**src/rtl/alu_pkg.sv**
```systemverilog
// Shared constants and the issue-entry record for the ALU issue stage:
// ALU control codes, RV32I opcodes, funct7 values and the skid FSM states.
package alu_pkg;

    localparam logic [3:0] ALU_ADD  = 4'b0000;
    localparam logic [3:0] ALU_SUB  = 4'b1000;
    localparam logic [3:0] ALU_SLL  = 4'b0001;
    localparam logic [3:0] ALU_SLT  = 4'b0010;
    localparam logic [3:0] ALU_SLTU = 4'b0011;
    localparam logic [3:0] ALU_XOR  = 4'b0100;
    localparam logic [3:0] ALU_SRL  = 4'b0101;
    localparam logic [3:0] ALU_SRA  = 4'b1101;
    localparam logic [3:0] ALU_OR   = 4'b0110;
    localparam logic [3:0] ALU_AND  = 4'b0111;

    localparam logic [6:0] OPC_OP     = 7'b0110011;
    localparam logic [6:0] OPC_OP_IMM = 7'b0010011;
    localparam logic [6:0] OPC_LOAD   = 7'b0000011;
    localparam logic [6:0] OPC_STORE  = 7'b0100011;
    localparam logic [6:0] OPC_BRANCH = 7'b1100011;
    localparam logic [6:0] OPC_LUI    = 7'b0110111;
    localparam logic [6:0] OPC_AUIPC  = 7'b0010111;
    localparam logic [6:0] OPC_JAL    = 7'b1101111;
    localparam logic [6:0] OPC_JALR   = 7'b1100111;

    localparam logic [6:0] F7_ZERO = 7'b0000000;
    localparam logic [6:0] F7_ALT  = 7'b0100000;

    typedef struct packed {
        logic [3:0]  control;
        logic [31:0] in1;
        logic [31:0] in2;
        logic [31:0] rs2;
        logic [31:0] imm;
        logic [31:0] pc;
        logic [4:0]  rd;
        logic [2:0]  br_funct;
        logic        is_branch;
        logic        is_jump;
        logic        illegal;
    } issue_entry_t;

    typedef enum logic [1:0] {
        SKID_EMPTY = 2'd0,
        SKID_ONE   = 2'd1,
        SKID_FULL  = 2'd2
    } skid_state_t;

endpackage

```
**src/rtl/alu_imm_gen.sv**
```systemverilog
// Combinational RV32I immediate generator; the format (I/S/B/U/J) follows the opcode.
module alu_imm_gen
    import alu_pkg::*;
(
    input  logic [31:0] instr,
    output logic [31:0] imm
);

    always_comb begin
        imm = '0;
        case (instr[6:0])
            OPC_OP_IMM, OPC_LOAD, OPC_JALR:
                imm = {{20{instr[31]}}, instr[31:20]};
            OPC_STORE:
                imm = {{20{instr[31]}}, instr[31:25], instr[11:7]};
            OPC_BRANCH:
                imm = {{19{instr[31]}}, instr[31], instr[7], instr[30:25], instr[11:8], 1'b0};
            OPC_LUI, OPC_AUIPC:
                imm = {instr[31:12], 12'b0};
            OPC_JAL:
                imm = {{11{instr[31]}}, instr[31], instr[19:12], instr[20], instr[30:21], 1'b0};
            default:
                imm = '0;
        endcase
    end

endmodule

```
**src/rtl/alu_issue_stage.sv**
```systemverilog
// Decode/issue stage feeding the ALU. Default is a 1-entry output register;
// defining ALU_ISSUE_SKID_EN selects a 2-entry skid buffer with registered in_ready.
module alu_issue_stage
    import alu_pkg::*;
#(
    parameter int          XLEN         = 32,
    parameter logic [31:0] RESET_PC_TAG = 32'h0
) (
    input  logic            clk,
    input  logic            rst,
    input  logic            flush,
    input  logic            in_valid,
    output logic            in_ready,
    input  logic [31:0]     in_instr,
    input  logic [XLEN-1:0] in_pc,
    input  logic [XLEN-1:0] rs1_data,
    input  logic [XLEN-1:0] rs2_data,
    output logic            out_valid,
    input  logic            out_ready,
    output logic [3:0]      out_control,
    output logic [XLEN-1:0] out_in1,
    output logic [XLEN-1:0] out_in2,
    output logic [XLEN-1:0] out_rs2,
    output logic [XLEN-1:0] out_imm,
    output logic [XLEN-1:0] out_pc,
    output logic [4:0]      out_rd,
    output logic [2:0]      out_br_funct,
    output logic            out_is_branch,
    output logic            out_is_jump,
    output logic            out_illegal
);

    logic [31:0]  imm;
    logic [2:0]   funct3;
    logic [6:0]   funct7;
    logic         bad;
    issue_entry_t dec;
    issue_entry_t head;

    assign funct3 = in_instr[14:12];
    assign funct7 = in_instr[31:25];

    alu_imm_gen u_imm_gen (
        .instr (in_instr),
        .imm   (imm)
    );

    always_comb begin
        bad           = 1'b0;
        dec           = '0;
        dec.pc        = in_pc;
        dec.rs2       = rs2_data;
        dec.imm       = imm;
        dec.rd        = in_instr[11:7];
        dec.control   = ALU_ADD;
        case (in_instr[6:0])
            OPC_OP: begin
                bad = !(funct7 == F7_ZERO ||
                        (funct7 == F7_ALT && (funct3 == 3'b000 || funct3 == 3'b101)));
                dec.control = {funct7[5], funct3};
                dec.in1     = rs1_data;
                dec.in2     = rs2_data;
            end
            OPC_OP_IMM: begin
                if (funct3 == 3'b001)
                    bad = (funct7 != F7_ZERO);
                else if (funct3 == 3'b101)
                    bad = !(funct7 == F7_ZERO || funct7 == F7_ALT);
                dec.control = (funct3 == 3'b101 && funct7[5]) ? ALU_SRA : {1'b0, funct3};
                dec.in1     = rs1_data;
                // Shifts carry only the shamt; funct7 is not part of the operand.
                dec.in2     = (funct3 == 3'b001 || funct3 == 3'b101) ?
                              {27'b0, in_instr[24:20]} : imm;
            end
            OPC_LOAD, OPC_STORE: begin
                dec.in1 = rs1_data;
                dec.in2 = imm;
                if (in_instr[6:0] == OPC_STORE)
                    dec.rd = '0;
            end
            OPC_BRANCH: begin
                case (funct3)
                    3'b000, 3'b001: dec.control = ALU_SUB;
                    3'b100, 3'b101: dec.control = ALU_SLT;
                    3'b110, 3'b111: dec.control = ALU_SLTU;
                    default:        bad = 1'b1;
                endcase
                dec.in1       = rs1_data;
                dec.in2       = rs2_data;
                dec.rd        = '0;
                dec.br_funct  = funct3;
                dec.is_branch = 1'b1;
            end
            OPC_LUI: begin
                dec.in2 = imm;
            end
            OPC_AUIPC: begin
                dec.in1 = in_pc;
                dec.in2 = imm;
            end
            OPC_JAL, OPC_JALR: begin
                dec.in1     = in_pc;
                dec.in2     = 32'd4;
                dec.is_jump = 1'b1;
            end
            default: bad = 1'b1;
        endcase
        // Illegal entries still issue so execute can trap; everything but pc/rs2 is zeroed.
        if (bad) begin
            dec         = '0;
            dec.pc      = in_pc;
            dec.rs2     = rs2_data;
            dec.illegal = 1'b1;
        end
    end

`ifdef ALU_ISSUE_SKID_EN
    skid_state_t  state;
    issue_entry_t tail;
    logic         ready_q;
    logic         in_fire;
    logic         out_fire;

    assign in_ready  = ready_q;
    assign out_valid = (state != SKID_EMPTY);
    assign in_fire   = in_valid && ready_q;
    assign out_fire  = out_valid && out_ready;

    always_ff @(posedge clk or posedge rst) begin
        if (rst) begin
            state   <= SKID_EMPTY;
            head    <= '0;
            tail    <= '0;
            ready_q <= 1'b0;
        end else if (flush) begin
            state   <= SKID_EMPTY;
            ready_q <= 1'b1;
        end else begin
            case (state)
                SKID_EMPTY: begin
                    if (in_fire) begin
                        head  <= dec;
                        state <= SKID_ONE;
                    end
                    ready_q <= 1'b1;
                end
                SKID_ONE: begin
                    if (in_fire && !out_fire) begin
                        tail    <= dec;
                        state   <= SKID_FULL;
                        ready_q <= 1'b0;
                    end else if (out_fire && !in_fire) begin
                        state   <= SKID_EMPTY;
                        ready_q <= 1'b1;
                    end else begin
                        if (in_fire)
                            head <= dec;
                        ready_q <= 1'b1;
                    end
                end
                SKID_FULL: begin
                    if (out_fire) begin
                        head    <= tail;
                        state   <= SKID_ONE;
                        ready_q <= 1'b1;
                    end
                end
                default: begin
                    state   <= SKID_EMPTY;
                    ready_q <= 1'b1;
                end
            endcase
        end
    end
`else
    logic valid_q;

    assign out_valid = valid_q;
    assign in_ready  = !valid_q || out_ready;

    always_ff @(posedge clk or posedge rst) begin
        if (rst) begin
            valid_q <= 1'b0;
            head    <= '0;
        end else if (flush) begin
            valid_q <= 1'b0;
        end else if (in_ready) begin
            valid_q <= in_valid;
            if (in_valid)
                head <= dec;
        end
    end
`endif

    // Empty stage presents zeros and the reset PC tag.
    assign out_control   = out_valid ? head.control   : '0;
    assign out_in1       = out_valid ? head.in1       : '0;
    assign out_in2       = out_valid ? head.in2       : '0;
    assign out_rs2       = out_valid ? head.rs2       : '0;
    assign out_imm       = out_valid ? head.imm       : '0;
    assign out_pc        = out_valid ? head.pc        : RESET_PC_TAG;
    assign out_rd        = out_valid ? head.rd        : '0;
    assign out_br_funct  = out_valid ? head.br_funct  : '0;
    assign out_is_branch = out_valid && head.is_branch;
    assign out_is_jump   = out_valid && head.is_jump;
    assign out_illegal   = out_valid && head.illegal;

endmodule

```
**config.mk**
```make
export PLATFORM = sky130hd
export DESIGN_NAME = alu_issue_stage
export DESIGN_NICKNAME = d
export VERILOG_FILES = /design/src/rtl/alu_pkg.sv /design/src/rtl/alu_imm_gen.sv /design/src/rtl/alu_issue_stage.sv
export SDC_FILE = /design/constraint.sdc
export NUM_CORES = 1
export LEC_CHECK = 0
export BUFFER_PORTS_ARGS = -buffer_cell sky130_fd_sc_hd__buf_2
export CORE_MARGIN = 3
export CORE_UTILIZATION = 54
export DETAILED_ROUTE_END_ITERATION = 8
export PLACE_DENSITY = 0.92
export SLEW_MARGIN = 15
export SYNTH_ARGS = -nofsm -noshare
export SYNTH_HDL_FRONTEND = slang
export SYNTH_SLANG_ARGS = --single-unit
```
**constraint.sdc**
```tcl
create_clock -name clk -period 13.9 [get_ports clk]
set_clock_uncertainty 0.2 [all_clocks]
set_input_delay 1.39 -clock clk [delete_from_list [all_inputs] [get_ports clk]]
set_output_delay 1.39 -clock clk [all_outputs]
set_load 0.02 [all_outputs]
```
==> out/metrics.cfg <==
[status]
status=finished, final reports clean

[synthesis]
syn_inst=850
ys_seq_elements=176
avgSynthCellArea_um2=10.2
muxShareOfSynthArea=0.0868
yosys.area_share.simple=0.198
ys_seq_area_frac=0.509
synth_fp_nets=983
synthesis.area_um2=8650
ys_async_sr_fraction=1.00
ys_types=48
synth-edff-count=0
synth_compound_area_frac=0.168
ys.flop_type=dfrtp_1
synthAdderAreaFrac=0
synth_top_family_by_area=simple AND/OR/NAND/NOR gates
synth_xor_area_frac=0.00203
yosysWarnings=0

[sta]
period_share=0.301
slew_headroom=0.189
setup-violations-final=0
hold_viol=0
worst_hold_slack_ns=0.268
rsz0062_at_grt=false
fin_tns_setup_ns=0
tightest_slew_ns=1.21
slew_violations=0
setup_ws_ns=9.72
fmax_mhz=239
finalCriticalPeriod_ns=4.18

[global_routing]
grt_pass1_vias=7633
grt-ovfl-total=0
grt_max_degree=178
grt_pass1_wl_um=40600
track_usage=0.288
grt_antenna_before_repair=1

[power]
switching_power_w=0.000311
p_sw_frac=0.266
p_int_w=0.000860
power.total_w=0.00117
power.density_nw_per_um2=108
clockPowerShare=0.388
leakage_nw=5.48
combinationalPowerShare=0.130
seq_power_share=0.482
ir_worst_vdd_v=0.0000714

[route]
drt_wl_total_um=25600
ant_nets=0
top_layer=met5
first_pass_iters=6
wl_met3_um=2110
via_per_inst=5.72
vias=7682
drt_first_iter_violations=488
wl_met1_um=10100
met2_length_um=12500
wl_per_cell_um=19.0
route.detailed.drc=0

[setup_path]
crit_path_top_delay_cell=nor2_1
start_kind=input pin
worstReg2RegStart=out_valid
cp_max_fo=42
r2r_slack_ns=10.37
cp_num_buf_inv=2
cp_slowest_stage_delay_ns=0.88
worst_ep_arrival_time_ns=4.30
crit_type=in -> reg
path_delay_family=simple AND/OR/NAND/NOR gates
cp.required_ns=14.02
rr_worst_depth=7
cp_cell_sequence=buf_2 -> nand2b_1 -> nor2_1 -> or3b_1 -> nand3_2 -> buf_4 -> o21ai_0
r2r_end=head[121]
critPathCaptureType=flip-flop

[clocking]
ctsHtreeMaxLevel=4
cts_hold_buf=0
root_buffer=clkbuf_16
clk_latency_ns=0.41
cts_made_buffers=17
post-cts-setup-buffers=0
cts.sinks=176
cts_max_path_buffers=2
cts_tree=built
cts.clk_slew.worst_paths_ns=0.06
ctsResizeCount=0

[die]
initial_core_util=0.561
fp.dieH_um=133
rows=45
fp.dieArea_um2=17600
die_w_um=133
core-area_um2=15400
num_io_pins=310

[placed_design]
numPortBuffers=309
dp_hpwl_um=18100
place_ws_ns=9.29
gp_congestion=0.828

[run]
maxCapViolCount=0

[layout]
fillers=1187
fin_util=0.702
syn_to_final_growth_pct=25.1
layout_common_cells=buf_2, and2_1, dfrtp_1
final_common_cell=buf_2
layout-drive-gt1-share=0.372
antenna_cells=0
num-nets-final=1252

[hold_path]
hold_depth=2
hold_class=reg -> reg
hold_end=head[54]
min_from=head[54]

-- cell type report --
cell class	count	area, um^2	area share
Inverter	7	31.3	0.00289
Timing Repair Buffer	317	1620	0.150
Sequential cell	176	4410	0.407
Clock inverter	15	136	0.0126
Multi-Input combinational cell	600	3940	0.364
Clock buffer	17	425	0.0393
Tap cell	211	264	0.0244
-- metal layers --
layer | global-route usage | vias to the layer above
met4 | 0.130 | 2
met2 | 0.472 | 399
met1 | 0.359 | 3708
li1 | - | 3506
met3 | 0.0760 | 67
met5 | 0 | -
-- worst register-to-register path: cells and delay by family (launching register included) --
family	cells	cell delay [ns]
flops	1	0.80
buf+inv	2	1.07
compound gates	2	0.38
simple gates	3	0.94
-- through the flow --
| step | instances | instance area, um^2 |
|---|---|---|
| after floorplan | 850 | 8650 |
| after global placement | 1311 | 10300 |
| after detailed placement | 1311 | 10300 |
| after CTS | 1343 | 10800 |
| after global routing | 1343 | 10800 |
| final | 1343 | 10800 |
-- flip-flops by register name, indices dropped and copies added (netlist names) --
name and count:
out_valid 1, head 175
-- Yosys cell counts (2+ instances only) --
cell       instances  area (um^2)
a2bb2oi_1         11         96.3
nand2_1           93          349
o21ai_1            2         10.0
a22oi_1           49          368
and2_0             2         12.5
mux2i_1            3         30.0
a22o_1            17          149
buf_1              3         11.3
a31oi_1            2         12.5
nor2_1            19         71.3
nand4_1            2         12.5
and2_1           176         1100
a32o_1            16          160
mux2_2            64          721
o21ai_0           84          420
buf_2              5         25.0
nor2b_1            2         12.5
and3_1             2         12.5
inv_1              7         26.3
dfrtp_1          176         4400
clkbuf_2           7         35.0
nand2b_1           3         18.8
a222oi_1           4         40.0
clkbuf_1          49          184
nor3_1             2         10.0
nand3_1            3         15.0
a21oi_1           18         90.1
a21o_1             9         67.6
-- how the worst max path moves through the flow --
stage                            from   endpoint  slack (ns)  cells after the start
after floorplan                   rst    head[0]        7.54                      1
after global placement    in_instr[6]  head[116]        9.45                      7
after detailed placement  in_instr[6]  head[117]        9.29                      7
after CTS                 in_instr[6]  head[110]        9.75                      7
after global routing      in_instr[6]  head[137]        9.50                      7
final                     in_instr[6]  head[112]        9.72                      7
-- logic make-up after synthesis --
kind of cell | after synthesis
compound gates | 217
xor+xnor | 2
buf+inv | 74
flops | 176
mux | 67
simple gates | 314
-- power groups by stage --
stage | clock network (W) | logic (W) | registers (W)
2_1_floorplan | 0 | 0.0000980 | 0.000564
3_3_place_gp | 0 | 0.000149 | 0.000570
3_5_place_dp | 0 | 0.000153 | 0.000573
4_1_cts | 0.000464 | 0.000153 | 0.000564
5_1_grt | 0.000482 | 0.000165 | 0.000568
6_report | 0.000454 | 0.000152 | 0.000564
No activity file was read; power rests on OpenSTA's default activity.
